==> config.mk <==
export PLATFORM = sky130hd
export DESIGN_NAME = ram_pingpong_ctrl
export DESIGN_NICKNAME = d
export VERILOG_FILES = /design/src/rtl/ram_pingpong_ctrl_pkg.sv /design/src/rtl/ram_pingpong_ctrl_skid_fifo2.sv /design/src/rtl/ram_pingpong_ctrl.sv
export SDC_FILE = /design/constraint.sdc
export NUM_CORES = 1
export LEC_CHECK = 0
export CAP_MARGIN = 10
export CORE_UTILIZATION = 53
export DETAILED_ROUTE_END_ITERATION = 8
export PLACE_DENSITY = 0.85
export SKIP_LAST_GASP = 1
export SLEW_MARGIN = 15
export SYNTH_ARGS = -nofsm -noshare
export SYNTH_HDL_FRONTEND = slang
export SYNTH_SLANG_ARGS = --single-unit
==> constraint.sdc <==
create_clock -name clk -period 8.08 [get_ports clk]
set_input_delay 1.616 -clock clk [delete_from_list [all_inputs] [get_ports clk]]
set_output_delay 1.616 -clock clk [all_outputs]
set_load 0.01 [all_outputs]
==> src/rtl/ram_pingpong_ctrl_pkg.sv <==
// Shared interleaver definitions: bank count and the per-bank fill/drain state.
package ram_pingpong_ctrl_pkg;

  localparam int NUM_BANKS = 2;

  typedef enum logic [1:0] {
    BANK_EMPTY    = 2'd0,
    BANK_FILLING  = 2'd1,
    BANK_FULL     = 2'd2,
    BANK_DRAINING = 2'd3
  } bank_state_t;

  function automatic logic bank_writable(input bank_state_t s);
    return (s == BANK_EMPTY) || (s == BANK_FILLING);
  endfunction

  function automatic logic bank_readable(input bank_state_t s);
    return (s == BANK_FULL) || (s == BANK_DRAINING);
  endfunction

endpackage

==> src/rtl/ram_pingpong_ctrl_skid_fifo2.sv <==
// Two-entry output FIFO holding returned read data and its block-end tag.
module skid_fifo2 #(
  parameter int W = 8
) (
  input  logic         clk,
  input  logic         rst,
  input  logic         push,
  input  logic [W-1:0] push_data,
  input  logic         push_last,
  input  logic         pop_ready,
  output logic         out_valid,
  output logic [W-1:0] out_data,
  output logic         out_last,
  output logic [1:0]   count
);

  logic [W:0] mem [2];
  logic       rd_ptr;
  logic       wr_ptr;
  logic [1:0] cnt;
  logic       pop;

  // The head is read straight out of storage, so it holds steady while stalled.
  always_comb begin
    out_valid = (cnt != 2'd0);
    pop       = out_valid && pop_ready;
    out_data  = mem[rd_ptr][W-1:0];
    out_last  = mem[rd_ptr][W];
    count     = cnt;
  end

  always_ff @(posedge clk) begin
    if (rst) begin
      for (int i = 0; i < 2; i++) mem[i] <= '0;
      rd_ptr <= 1'b0;
      wr_ptr <= 1'b0;
      cnt    <= 2'd0;
    end else begin
      if (push) begin
        mem[wr_ptr] <= {push_last, push_data};
        wr_ptr      <= ~wr_ptr;
      end
      if (pop) rd_ptr <= ~rd_ptr;
      case ({push, pop})
        2'b10:   cnt <= cnt + 2'd1;
        2'b01:   cnt <= cnt - 2'd1;
        default: cnt <= cnt;
      endcase
    end
  end

endmodule

==> src/rtl/ram_pingpong_ctrl.sv <==
// Ping-pong bank controller: linear writes into one bank while the other is
// read back in permuted order through an external address table.
module ram_pingpong_ctrl
  import ram_pingpong_ctrl_pkg::*;
#(
  parameter int D_WIDTH = 8,
  parameter int A_WIDTH = 10
) (
  input  logic               clk,
  input  logic               rst,
  input  logic [A_WIDTH-1:0] blk_len_m1,
  input  logic               in_valid,
  output logic               in_ready,
  input  logic [D_WIDTH-1:0] in_data,
  output logic               out_valid,
  input  logic               out_ready,
  output logic [D_WIDTH-1:0] out_data,
  output logic               out_last,
  output logic [A_WIDTH-1:0] rd_idx,
  input  logic [A_WIDTH-1:0] il_addr,
  output logic [1:0]         wen,
  output logic [A_WIDTH-1:0] waddr,
  output logic [D_WIDTH-1:0] wdata,
  output logic [1:0]         ren,
  output logic [A_WIDTH-1:0] raddr,
  input  logic [D_WIDTH-1:0] rdata0,
  input  logic [D_WIDTH-1:0] rdata1
);

  bank_state_t        bstate [NUM_BANKS];
  logic [A_WIDTH-1:0] len_q  [NUM_BANKS];
  logic               wbank;
  logic               rbank;
  logic [A_WIDTH-1:0] wcnt;
  logic [A_WIDTH-1:0] rcnt;
  logic               inflight;
  logic               inflight_bank;
  logic               inflight_last;

  logic               wr_fire;
  logic               wr_last;
  logic [A_WIDTH-1:0] wr_len;
  logic               rd_fire;
  logic               rd_last;
  logic [2:0]         occ;
  logic [1:0]         fifo_count;
  logic               fifo_pop;
  logic [D_WIDTH-1:0] ret_data;

  // A bank's length is only latched on its first write, so an EMPTY bank
  // compares against the live input instead.
  always_comb begin
    wr_len   = (bstate[wbank] == BANK_EMPTY) ? blk_len_m1 : len_q[wbank];
    in_ready = bank_writable(bstate[wbank]);
    wr_fire  = in_valid && in_ready;
    wr_last  = wr_fire && (wcnt == wr_len);
    wen      = 2'b00;
    if (wr_fire) wen[wbank] = 1'b1;
    waddr    = wcnt;
    wdata    = in_data;

    fifo_pop = out_valid && out_ready;
    occ      = {1'b0, fifo_count} + {2'b00, inflight} - {2'b00, fifo_pop};
    rd_fire  = bank_readable(bstate[rbank]) && (occ < 3'd2);
    rd_last  = rd_fire && (rcnt == len_q[rbank]);
    ren      = 2'b00;
    if (rd_fire) ren[rbank] = 1'b1;
    raddr    = il_addr;
    rd_idx   = rcnt;
    ret_data = inflight_bank ? rdata1 : rdata0;
  end

  always_ff @(posedge clk) begin
    if (rst) begin
      for (int b = 0; b < NUM_BANKS; b++) begin
        bstate[b] <= BANK_EMPTY;
        len_q[b]  <= '0;
      end
      wbank         <= 1'b0;
      rbank         <= 1'b0;
      wcnt          <= '0;
      rcnt          <= '0;
      inflight      <= 1'b0;
      inflight_bank <= 1'b0;
      inflight_last <= 1'b0;
    end else begin
      if (wr_fire) begin
        if (bstate[wbank] == BANK_EMPTY) len_q[wbank] <= blk_len_m1;
        if (wr_last) begin
          bstate[wbank] <= BANK_FULL;
          wcnt          <= '0;
          wbank         <= ~wbank;
        end else begin
          bstate[wbank] <= BANK_FILLING;
          wcnt          <= wcnt + 1'b1;
        end
      end
      // Reader and writer never own the same bank, so both updates can land
      // on one edge without conflict.
      if (rd_fire) begin
        if (rd_last) begin
          bstate[rbank] <= BANK_EMPTY;
          rcnt          <= '0;
          rbank         <= ~rbank;
        end else begin
          bstate[rbank] <= BANK_DRAINING;
          rcnt          <= rcnt + 1'b1;
        end
      end
      inflight      <= rd_fire;
      inflight_bank <= rbank;
      inflight_last <= rd_last;
    end
  end

  skid_fifo2 #(.W(D_WIDTH)) u_fifo (
    .clk       (clk),
    .rst       (rst),
    .push      (inflight),
    .push_data (ret_data),
    .push_last (inflight_last),
    .pop_ready (out_ready),
    .out_valid (out_valid),
    .out_data  (out_data),
    .out_last  (out_last),
    .count     (fifo_count)
  );

endmodule
==> key figures <==
Run status
  – Status: finished, final reports clean

Timing
  – Final period utilization: approximately 74%
  – Min cycle time layout: 5.968 ns
  – Slew Viols, Final: 0
  – Skew final: 0.007869 ns
  – RSZ-0062 raised after global routing: no
  – Number of hold violations in the final report: 0
  – Worst slew pin tran: 0.8132 ns
  – Sum of negative setup slack: 0 ns
  – Setup Viol. Count Final: 0
  – Hold_ws: about 0.49 ns
  – Slew HR: between 40% and 50%
  – Max Freq: around 170 MHz

Final layout
  – Post-layout util: 65.53%
  – # diodes: 0
  – Layout Area Growth over Synthesis: 19.50%
  – Share of layout cells above drive strength 1: under 10%
  – Nets@finish: between 400 and 500
  – Final instance area: 4753 um^2

Setup path
  – Critical path type: in2out
  – WP data arrival: 4.35 ns
  – FF-to-FF path depth: 6
  – Worst Path Max Fanout: 8
  – Crit path capture type: primary output
  – Critical Path RT: 6.46 ns
  – Worst setup SP type: primary input

Power and ir drop
  – Worst VDD drop: 0.1190 mV
  – Overall Power: about 930 uW
  – Pleak: ~1.7 nW
  – PwrDens: approximately 200 nW/um^2

Detailed routing
  – Via count: 3053
  – Per-cell routed wire length: around 16 um
  – Initial DRC count: around 260
  – WL final: approximately 8600 um
  – First drt pass iteration count: 5
  – Drt via density: 5.750
  – DR DRC count: 0
  – Final ANT Viol Nets: 0

Floorplan
  – Num rows: 31
  – Die X: slightly below 90 um
  – Initial Utilization: 54.84%
  – I/O Pins: ~100
  – Core area: between 7000 and 8000 um^2
  – Die H: between 80 and 90 um
  – Die area: around 7900 um^2

Yosys
  – Top-count cell post-synth: nor2_1
  – Number of synthesized register bits: 74
  – Ys async rst share: 0%
  – Synth warnings: 0
  – Ranking of synthesized cells by area: edfxtp_1 32%, dfxtp_1 16%, mux2i_1 6.5%
  – Syn_nets: between 400 and 500
  – Yosys top cell by area: edfxtp_1
  – Number of synthesized flops with an enable pin: between 40 and 50
  – Post-Syn Instances: roughly 390
  – Most frequent cells after synthesis: 44 x nor2_1, 42 x edfxtp_1, 32 x dfxtp_1
  – Post-synth top area share: about a third
  – Post-synth cell types: 51
  – Avg Cell Area, Syn: roughly 10 um^2
  – Post-Syn Area: slightly below 4000 um^2
  – Register area share after synthesis: 47.81%
  – Main synth FF type: edfxtp_1

GRT
  – Vias in the first global route: 2892
  – Global-route wire length before repair: around 14000 um
  – Initial antenna violation count: 0
  – Overall routing resource usage: a little under a quarter
  – Pin count of the biggest net entering global routing: 32
  – Grt ovf: 0

Clock tree
  – Htree depth: 3
  – Deepest clock path buffer count: 2
  – Clk slew on worst S/H paths: about 0.09 ns
  – Sink Count: 74
  – PostCTS Resize Cnt: 0
  – Hold buffers post-CTS: 0
  – Root buffer cell: clkbuf_8
  – Skew-Pair Late Insertion Delay: roughly 0.35 ns
  – CTS tree: yes
  – Post-CTS Setup Inserts: 0
  – Total CTS buffers: 9

Place
  – Area after DPL: around 4500 um^2
  – HPWL Detailed: between 6000 and 7000 um
  – Placer Congestion: approximately 0.81
  – IO buf count: 64

Hold path
  – Hold Path Stages: 1
  – HP Class: reg2reg

Flow run
  – Max_cap viols: 0
-- worst max-delay path: stages --
cell and delay (ns):
clkdlybuf4s50_1 0.49, and3_1 0.22, a21o_1 0.13, nand2_1 0.07, fa_1 0.40, xnor2_1 0.20
nand3_1 0.26, nor2_1 0.34, clkdlybuf4s50_1 0.62
-- kinds of logic after synthesis --
kind of cell,count (synthesis),synth area share [%]
flip-flops,74,47.81
multiplexers,37,9.751
AO/OA/AOI/OAI,49,8.147
AND/OR/NAND/NOR,142,19.19
buffers and inverters,46,6.260
adder cells (fa/ha/maj),3,1.132
XOR/XNOR,35,7.707
-- report_power, final --
part	total (mW)	leakage [nW]	switching (mW)	internal (mW)
clock	0.304	0.103	0.155	0.149
combinational	0.184	0.906	0.0960	0.0882
sequential	0.446	0.697	0.0242	0.422
total	0.935	1.71	0.275	0.659
-- stage by stage --
step,worst slack [ns],instances
after floorplan,3.418,386
after global placement,2.251,515
after detailed placement,2.130,515
after CTS,2.123,531
after global routing,1.926,531
final,2.112,531
-- cells in the final DEF (no fill, tap or decap), types with 10 or more instances in the layout --
master / count
and2_1: 15
edfxtp_1: 42
xor2_1: 18
dfxtp_1: 32
nor2_1: 44
mux2_2: 10
o21ai_0: 11
xnor2_1: 17
nor3_1: 14
a21oi_1: 12
nand2_1: 20
mux2i_1: 26
clkdlybuf4s50_1: 64
-- area by class of cell --
cell class | count | area [um^2]
clock buffers | 9 | 123.9
clock inverters | 7 | 83.83
fillers | 585 | 2500
inverters | 10 | 37.54
multi-input cells | 266 | 1827
flip-flops and latches | 74 | 1902
well taps | 99 | 123.9
repair buffers | 66 | 655.6
-- routing by layer --
| layer | track usage [%] | up-vias | routed length, um |
|---|---|---|---|
| met1 | 29.54 | 1464 | 3752 |
| met4 | 9.971 | 0 | 146 |
| met5 | 0 | - | 0 |
| li1 | - | 1449 | - |
| met3 | 3.731 | 19 | 472 |
| met2 | 39.51 | 121 | 4272 |
-- path summary, 6_finish.rpt --
check / start / to / slack [ns]
max: out_ready / ren[1] / 2.11
min: rbank / inflight_bank / 0.49
max reg2reg: flop / waddr[7] / 4.93
min reg2reg: rbank / inflight_bank / 0.49
-- flip-flops by register name, indices dropped and copies added, names as in the netlist, named ones only --
name,cells
len_q,20
u_fifo.mem,18
rd_idx,10
waddr,10
bstate,4
u_fifo.count,2
inflight,1
inflight_bank,1
inflight_last,1
rbank,1
u_fifo.rd_ptr,1
u_fifo.wr_ptr,1
wbank,1
Note: power is estimated with default switching activity, not from simulation.
